$ cat src/rtl/rx_cmd_decoder.sv
// rx_cmd_decoder: turns the UART receiver's byte stream into register-file
// writes and reads, ALU operand loads and ALU function strobes.
// Frames:
//   AA addr data    register write
//   BB addr         register read
//   CC opA opB fun  load both operands into registers 0/1, then run the ALU
//   DD fun          run the ALU
// Every output is registered, so a strobe appears in the cycle after the byte
// that caused it was accepted.
module rx_cmd_decoder #(
  parameter int DATA_WIDTH     = 8,
  parameter int ADDR_WIDTH     = 4,
  parameter int TIMEOUT_CYCLES = 50000
) (
  input  logic                  CLK,
  input  logic                  RST,
  input  logic [DATA_WIDTH-1:0] RX_P_DATA,
  input  logic                  RX_D_VLD,
  input  logic                  RX_ERR,
  output logic                  WrEn,
  output logic                  RdEn,
  output logic [ADDR_WIDTH-1:0] Address,
  output logic [DATA_WIDTH-1:0] WrData,
  output logic                  ALU_EN,
  output logic [3:0]            ALU_FUN,
  output logic                  CLK_GATE_EN,
  output logic                  CMD_ERR
);

  typedef enum logic [2:0] {
    IDLE,
    WR_ADDR,
    WR_DATA,
    RD_ADDR,
    OP_A,
    OP_B,
    ALU_FUN_S
  } state_t;

  localparam logic [DATA_WIDTH-1:0] CMD_WR  = DATA_WIDTH'(8'hAA);
  localparam logic [DATA_WIDTH-1:0] CMD_RD  = DATA_WIDTH'(8'hBB);
  localparam logic [DATA_WIDTH-1:0] CMD_OPS = DATA_WIDTH'(8'hCC);
  localparam logic [DATA_WIDTH-1:0] CMD_FUN = DATA_WIDTH'(8'hDD);
  localparam logic [15:0]           TIMEOUT_LAST = 16'(TIMEOUT_CYCLES - 1);

  state_t                state, state_next;
  logic [15:0]           idle_cnt, idle_cnt_next;
  logic [ADDR_WIDTH-1:0] addr_hold, addr_hold_next;

  logic                  wr_en_next, rd_en_next, alu_en_next;
  logic                  cmd_err_next, gate_next;
  logic [ADDR_WIDTH-1:0] address_next;
  logic [DATA_WIDTH-1:0] wr_data_next;
  logic [3:0]            alu_fun_next;

  logic accept;
  logic discard;
  logic addr_ok;
  logic timeout;

  assign accept  = RX_D_VLD && !RX_ERR;
  assign discard = RX_D_VLD && RX_ERR;
  // Register addresses arrive in a full byte; any bit above the address
  // range marks the frame as malformed.
  assign addr_ok = (RX_P_DATA[DATA_WIDTH-1:ADDR_WIDTH] == '0);
  assign timeout = (state != IDLE) && (idle_cnt == TIMEOUT_LAST);

  // Next state, idle counter and next output values.
  always_comb begin
    // NOTE: every signal driven here gets a default first so no path can
    // leave it unassigned and infer a latch.
    state_next     = state;
    idle_cnt_next  = (state == IDLE) ? 16'd0 : idle_cnt + 16'd1;
    addr_hold_next = addr_hold;
    wr_en_next     = 1'b0;
    rd_en_next     = 1'b0;
    alu_en_next    = 1'b0;
    cmd_err_next   = 1'b0;
    address_next   = Address;
    wr_data_next   = WrData;
    alu_fun_next   = ALU_FUN;

    if (accept) begin
      idle_cnt_next = 16'd0;
      unique case (state)
        IDLE: begin
          if      (RX_P_DATA == CMD_WR)  state_next = WR_ADDR;
          else if (RX_P_DATA == CMD_RD)  state_next = RD_ADDR;
          else if (RX_P_DATA == CMD_OPS) state_next = OP_A;
          else if (RX_P_DATA == CMD_FUN) state_next = ALU_FUN_S;
          else                           cmd_err_next = 1'b1;
        end
        WR_ADDR: begin
          if (addr_ok) begin
            addr_hold_next = RX_P_DATA[ADDR_WIDTH-1:0];
            state_next     = WR_DATA;
          end else begin
            cmd_err_next = 1'b1;
            state_next   = IDLE;
          end
        end
        WR_DATA: begin
          wr_en_next   = 1'b1;
          address_next = addr_hold;
          wr_data_next = RX_P_DATA;
          state_next   = IDLE;
        end
        RD_ADDR: begin
          if (addr_ok) begin
            rd_en_next   = 1'b1;
            address_next = RX_P_DATA[ADDR_WIDTH-1:0];
          end else begin
            cmd_err_next = 1'b1;
          end
          state_next = IDLE;
        end
        OP_A: begin
          wr_en_next   = 1'b1;
          address_next = '0;
          wr_data_next = RX_P_DATA;
          state_next   = OP_B;
        end
        OP_B: begin
          wr_en_next   = 1'b1;
          address_next = ADDR_WIDTH'(1);
          wr_data_next = RX_P_DATA;
          state_next   = ALU_FUN_S;
        end
        ALU_FUN_S: begin
          alu_en_next  = 1'b1;
          alu_fun_next = RX_P_DATA[3:0];
          state_next   = IDLE;
        end
        default: state_next = IDLE;
      endcase
    end else if (state != IDLE && (discard || timeout)) begin
      // A corrupted byte or a stalled sender abandons the frame in progress;
      // a byte accepted in the timeout cycle takes the branch above instead.
      cmd_err_next  = 1'b1;
      state_next    = IDLE;
      idle_cnt_next = 16'd0;
    end

    // The ALU clock runs while an ALU frame is open and through its ALU_EN
    // cycle; an aborted frame lands in IDLE and so drops it with CMD_ERR.
    gate_next = alu_en_next ||
                (state_next == OP_A) || (state_next == OP_B) ||
                (state_next == ALU_FUN_S);
  end

  // FSM state, idle counter and latched write address.
  always_ff @(posedge CLK or posedge RST) begin
    if (RST) begin
      // NOTE: sequential state uses non-blocking assignments so every
      // register samples the values from before this edge.
      state     <= IDLE;
      idle_cnt  <= 16'd0;
      addr_hold <= '0;
    end else begin
      state     <= state_next;
      idle_cnt  <= idle_cnt_next;
      addr_hold <= addr_hold_next;
    end
  end

  // Registered outputs; strobes last one cycle, data outputs hold otherwise.
  always_ff @(posedge CLK or posedge RST) begin
    if (RST) begin
      WrEn        <= 1'b0;
      RdEn        <= 1'b0;
      ALU_EN      <= 1'b0;
      CMD_ERR     <= 1'b0;
      CLK_GATE_EN <= 1'b0;
      Address     <= '0;
      WrData      <= '0;
      ALU_FUN     <= 4'd0;
    end else begin
      WrEn        <= wr_en_next;
      RdEn        <= rd_en_next;
      ALU_EN      <= alu_en_next;
      CMD_ERR     <= cmd_err_next;
      CLK_GATE_EN <= gate_next;
      Address     <= address_next;
      WrData      <= wr_data_next;
      ALU_FUN     <= alu_fun_next;
    end
  end

endmodule

$ cat config.mk
export PLATFORM = sky130hd
export DESIGN_NAME = rx_cmd_decoder
export DESIGN_NICKNAME = d
export VERILOG_FILES = /design/src/rtl/rx_cmd_decoder.sv
export SDC_FILE = /design/constraint.sdc
export NUM_CORES = 1
export LEC_CHECK = 0
export ABC_AREA = 1
export ABC_CLOCK_PERIOD_IN_PS = 2100
export BUFFER_PORTS_ARGS = -buffer_cell sky130_fd_sc_hd__buf_2
export CAP_MARGIN = 20
export CORE_UTILIZATION = 55
export DETAILED_ROUTE_END_ITERATION = 8
export GPL_ROUTABILITY_DRIVEN = 0
export HOLD_SLACK_MARGIN = 0.03
export PLACE_DENSITY = 0.76
export SETUP_SLACK_MARGIN = 0.1
export SYNTH_ARGS = -nofsm -noshare
export SYNTH_HDL_FRONTEND = slang
export SYNTH_SLANG_ARGS = --single-unit
export TNS_END_PERCENT = 1
$ cat constraint.sdc
create_clock -name CLK -period 2.1 [get_ports CLK]
set_input_delay 0.315 -clock CLK [delete_from_list [all_inputs] [get_ports CLK]]
set_output_delay 0.315 -clock CLK [all_outputs]
set_load 0.02 [all_outputs]
==> summary.txt <==
Status
  – Outcome: finished clean

Synth
  – Syn_area_per_cell: around 8.2 um^2
  – Post-synthesis mux area share: 0%
  – Syn Std Cell Area: approximately 2200 um^2
  – Main combinational cell family by area after synthesis: simple AND/OR/NAND/NOR gates
  – Synth Net Count: approximately 290
  – Post-synthesis xor/xnor area fraction: roughly 2.8%
  – Post-synthesis simple-gate area fraction: 29.2%
  – Cells after synthesis: around 270
  – Synth warn: 0
  – Post-Synth Adder-Cell Area: 0.561%
  – Sequential share of the synthesized area: around half
  – Synth Area in Compound Gates: around 11%
  – Flop and latch count out of synthesis: 44
  – Netlist cell types: 28

Timing
  – Period utilization: approximately four fifths
  – Unrepaired setup endpoints after global routing: false
  – Setup-failing EPs final: 0
  – Final Max Slew Viols: 0
  – Max_slew headroom: ~49%
  – Final hold violations: 0
  – Fin crit period: 1670 ps
  – Worst Tran Pin Value: around 750 ps
  – Setup TNS: 0 ps
  – Final WS setup: roughly 430 ps
  – Clock skew: 4.81 ps
  – Fin Hold WS: 48.2 ps
  – Max Fclk: 0.600 GHz

Critical path
  – Arrival time at the worst endpoint: 1850 ps
  – Crit Path Max Fanout: 5
  – Crit Path Class: register to register
  – Crit end category: register
  – Reg2reg setup slack: ~430 ps
  – RR Endpoint: idle_cnt[12]
  – Reg-to-reg critical path startpoint: idle_cnt[0]
  – R2R cell count: 8
  – Critical path startpoint category: register
  – Worst Path Required: 2280 ps

Routing
  – Routed Antenna Nets: 0
  – Via density per instance: about 5.0
  – Routed len/inst: roughly 12 um
  – DR DRC count: 0
  – Vias: about 1800
  – Starting DRT DRC Count: 96
  – First drt pass iteration count: 4
  – WL final: roughly 4300 um

Power
  – Final Power: roughly 2.2 mW
  – P per Cell Area: about 870 nW/um^2
  – VDD IR max: just over 500 uV
  – Leak: 1.34 nW

Floorplan
  – Chip Width: between 60 and 70 um
  – Core ar.: 3770 um^2
  – Chip height: ~66 um
  – Initial core utilization: around three fifths
  – I/O pin count: 33
  – Row count: 22
  – Die Area: ~4300 um^2

Place
  – PortBufs: 32
  – DP HPWL: 3310 um
  – Dpl ws: around 460 ps

Hold path
  – Hold Crit Class: primary input to asynchronous set/reset pin

Final layout
  – Proportion of layout cells with a drive suffix above 1: 25.0%
  – Post-layout nets: ~320
  – Fin util: between 60% and 70%
  – Layout area overhead: 15.0%
  – Diodes inserted: 0

Clock tree
  – TritonCTS clock tree: built
  – Postcts setup bufs: 0
  – CTS Buf Count: 5
  – H-tree Lvls: 2
  – Number of clock sinks: 44
  – Max clock buf depth: 2
  – Clk_lat worst skew: approximately 290 ps
  – Clk slew on worst S/H paths: 80 ps
  – Clk root buf: clkbuf_8
  – Number of cells upsized or downsized after cts: 0
  – Cts hold-fix bufs: 0

Run
  – MaxCap Viol Count: 0

Global route
  – Gr ovfl total: 0
  – Initial antenna violation count: 0
  – Overall global routing resource usage: between 20% and 30%
  – Vias in the first global route: roughly 1700
  – Largest net degree at the start of global routing: 26
  – First-pass GRT wire length: about 7500 um
## area by class of cell
class	count	area, um^2
clock buffers	6	72.6
clock inverters	2	35.0
fillers	320	1210
inverters	37	139
multi-input cells	189	967
flip-flops and latches	44	1100
well taps	48	60.1
repair buffers	34	188
## flip-flops by register name, summed over array words and instances, names as in the netlist
| signal | flops |
|---|---|
| idle_cnt | 16 |
| WrData | 8 |
| ALU_FUN | 4 |
| Address | 4 |
| addr_hold | 4 |
| state | 3 |
| ALU_EN | 1 |
| CLK_GATE_EN | 1 |
| CMD_ERR | 1 |
| RdEn | 1 |
| WrEn | 1 |
## power breakdown
part,internal (mW),switching (mW)
sequential,0.965,0.0829
clock,0.353,0.271
combinational,0.204,0.363
total,1.52,0.717
## cells by family (layout without fill, tap and decap cells)
| logic type | Yosys count | in the layout |
|---|---|---|
| AOI/OAI and AO/OA | 38 | 38 |
| DFF | 44 | 44 |
| xor gates and xnor gates | 7 | 7 |
| and+or+nand+nor | 143 | 143 |
| adders and majority gates | 1 | 1 |
| buffers and inverters | 40 | 79 |
## metrics by stage
| step | area [um^2] | std cells |
|---|---|---|
| 2_1_floorplan | 2230 | 273 |
| 3_3_place_gp | 2450 | 352 |
| 3_5_place_dp | 2450 | 352 |
| 4_1_cts | 2560 | 360 |
| 5_1_grt | 2560 | 360 |
| 6_report | 2560 | 360 |
## cell usage in the layout, fill, tap and decap left out, types with 2 or more instances in the layout
cell type  synthesis  routed
nand2_2            2       2
inv_1             27      26
o21ai_0            9       9
o21ai_1            6       6
buf_2              2      32
nand3_1           20      20
a21oi_1            6       6
nor3_2             3       3
o21ai_2            8       8
nand4_1            2       2
a31oi_1            4       4
nor2_2             8       8
nor2_1            35      35
dfrtp_1           44      44
clkbuf_8           0       5
a21oi_2            4       4
inv_2              9       9
nand2_1           66      66
xor2_1             6       6
clkinv_1           1       2
nor3_1             3       3
## metal layers
layer	wire length, um	part of all wire (%)	vias up	global-route usage (%)
met1	2000	46	811	29.3
li1	-	-	937	-
met4	76	1.8	0	8.97
met5	0	0	-	0
met3	131	3.0	9	5.90
met2	2110	49	35	39.5
## how the worst max path moves through the flow
| stage | from | end | slack (ps) |
|---|---|---|---|
| finish | idle_cnt[0] | idle_cnt[12] | 430 |
| global route | idle_cnt[0] | idle_cnt[10] | 270 |
| CTS | idle_cnt[0] | idle_cnt[12] | 420 |
| detailed placement | idle_cnt[0] | idle_cnt[12] | 460 |
| global placement | idle_cnt[0] | idle_cnt[12] | 560 |
| floorplan | idle_cnt[0] | idle_cnt[12] | 700 |
## synth_stat cells
| cell | instances | area share (%) |
|---|---|---|
| nor4_2 | 1 | 0.56 |
| inv_1 | 27 | 4.5 |
| nand2_1 | 66 | 11 |
| o21bai_1 | 1 | 0.34 |
| o21ai_1 | 6 | 1.3 |
| nand2_8 | 1 | 0.90 |
| nor2_1 | 35 | 5.9 |
| dfrtp_1 | 44 | 49 |
| a21oi_1 | 6 | 1.3 |
| nor3_1 | 3 | 0.67 |
| clkinv_1 | 1 | 0.17 |
| inv_2 | 9 | 1.5 |
| o21ai_2 | 8 | 3.1 |
| a21oi_2 | 4 | 1.6 |
| nand2_4 | 1 | 0.51 |
| a31oi_1 | 4 | 1.1 |
| o21ai_0 | 9 | 2.0 |
| nor2_2 | 8 | 2.2 |
| ha_1 | 1 | 0.56 |
| xor2_1 | 6 | 2.4 |
| buf_6 | 1 | 0.51 |
| nand2_2 | 2 | 0.56 |
| buf_2 | 2 | 0.45 |
| xnor2_1 | 1 | 0.39 |
| nand4_1 | 2 | 0.56 |
| nor3b_1 | 1 | 0.34 |
| nand3_1 | 20 | 4.5 |
| nor3_2 | 3 | 1.3 |
## critical path: stages (launching register included)
cell and delay [ps]:
dfrtp_1 430, ha_1 220, nand3_1 160, inv_1 110
nand4_1 100, nor2_1 190, nand3_1 130, xor2_1 170
nor2_1 50
No activity file was read; power rests on OpenSTA's default activity.
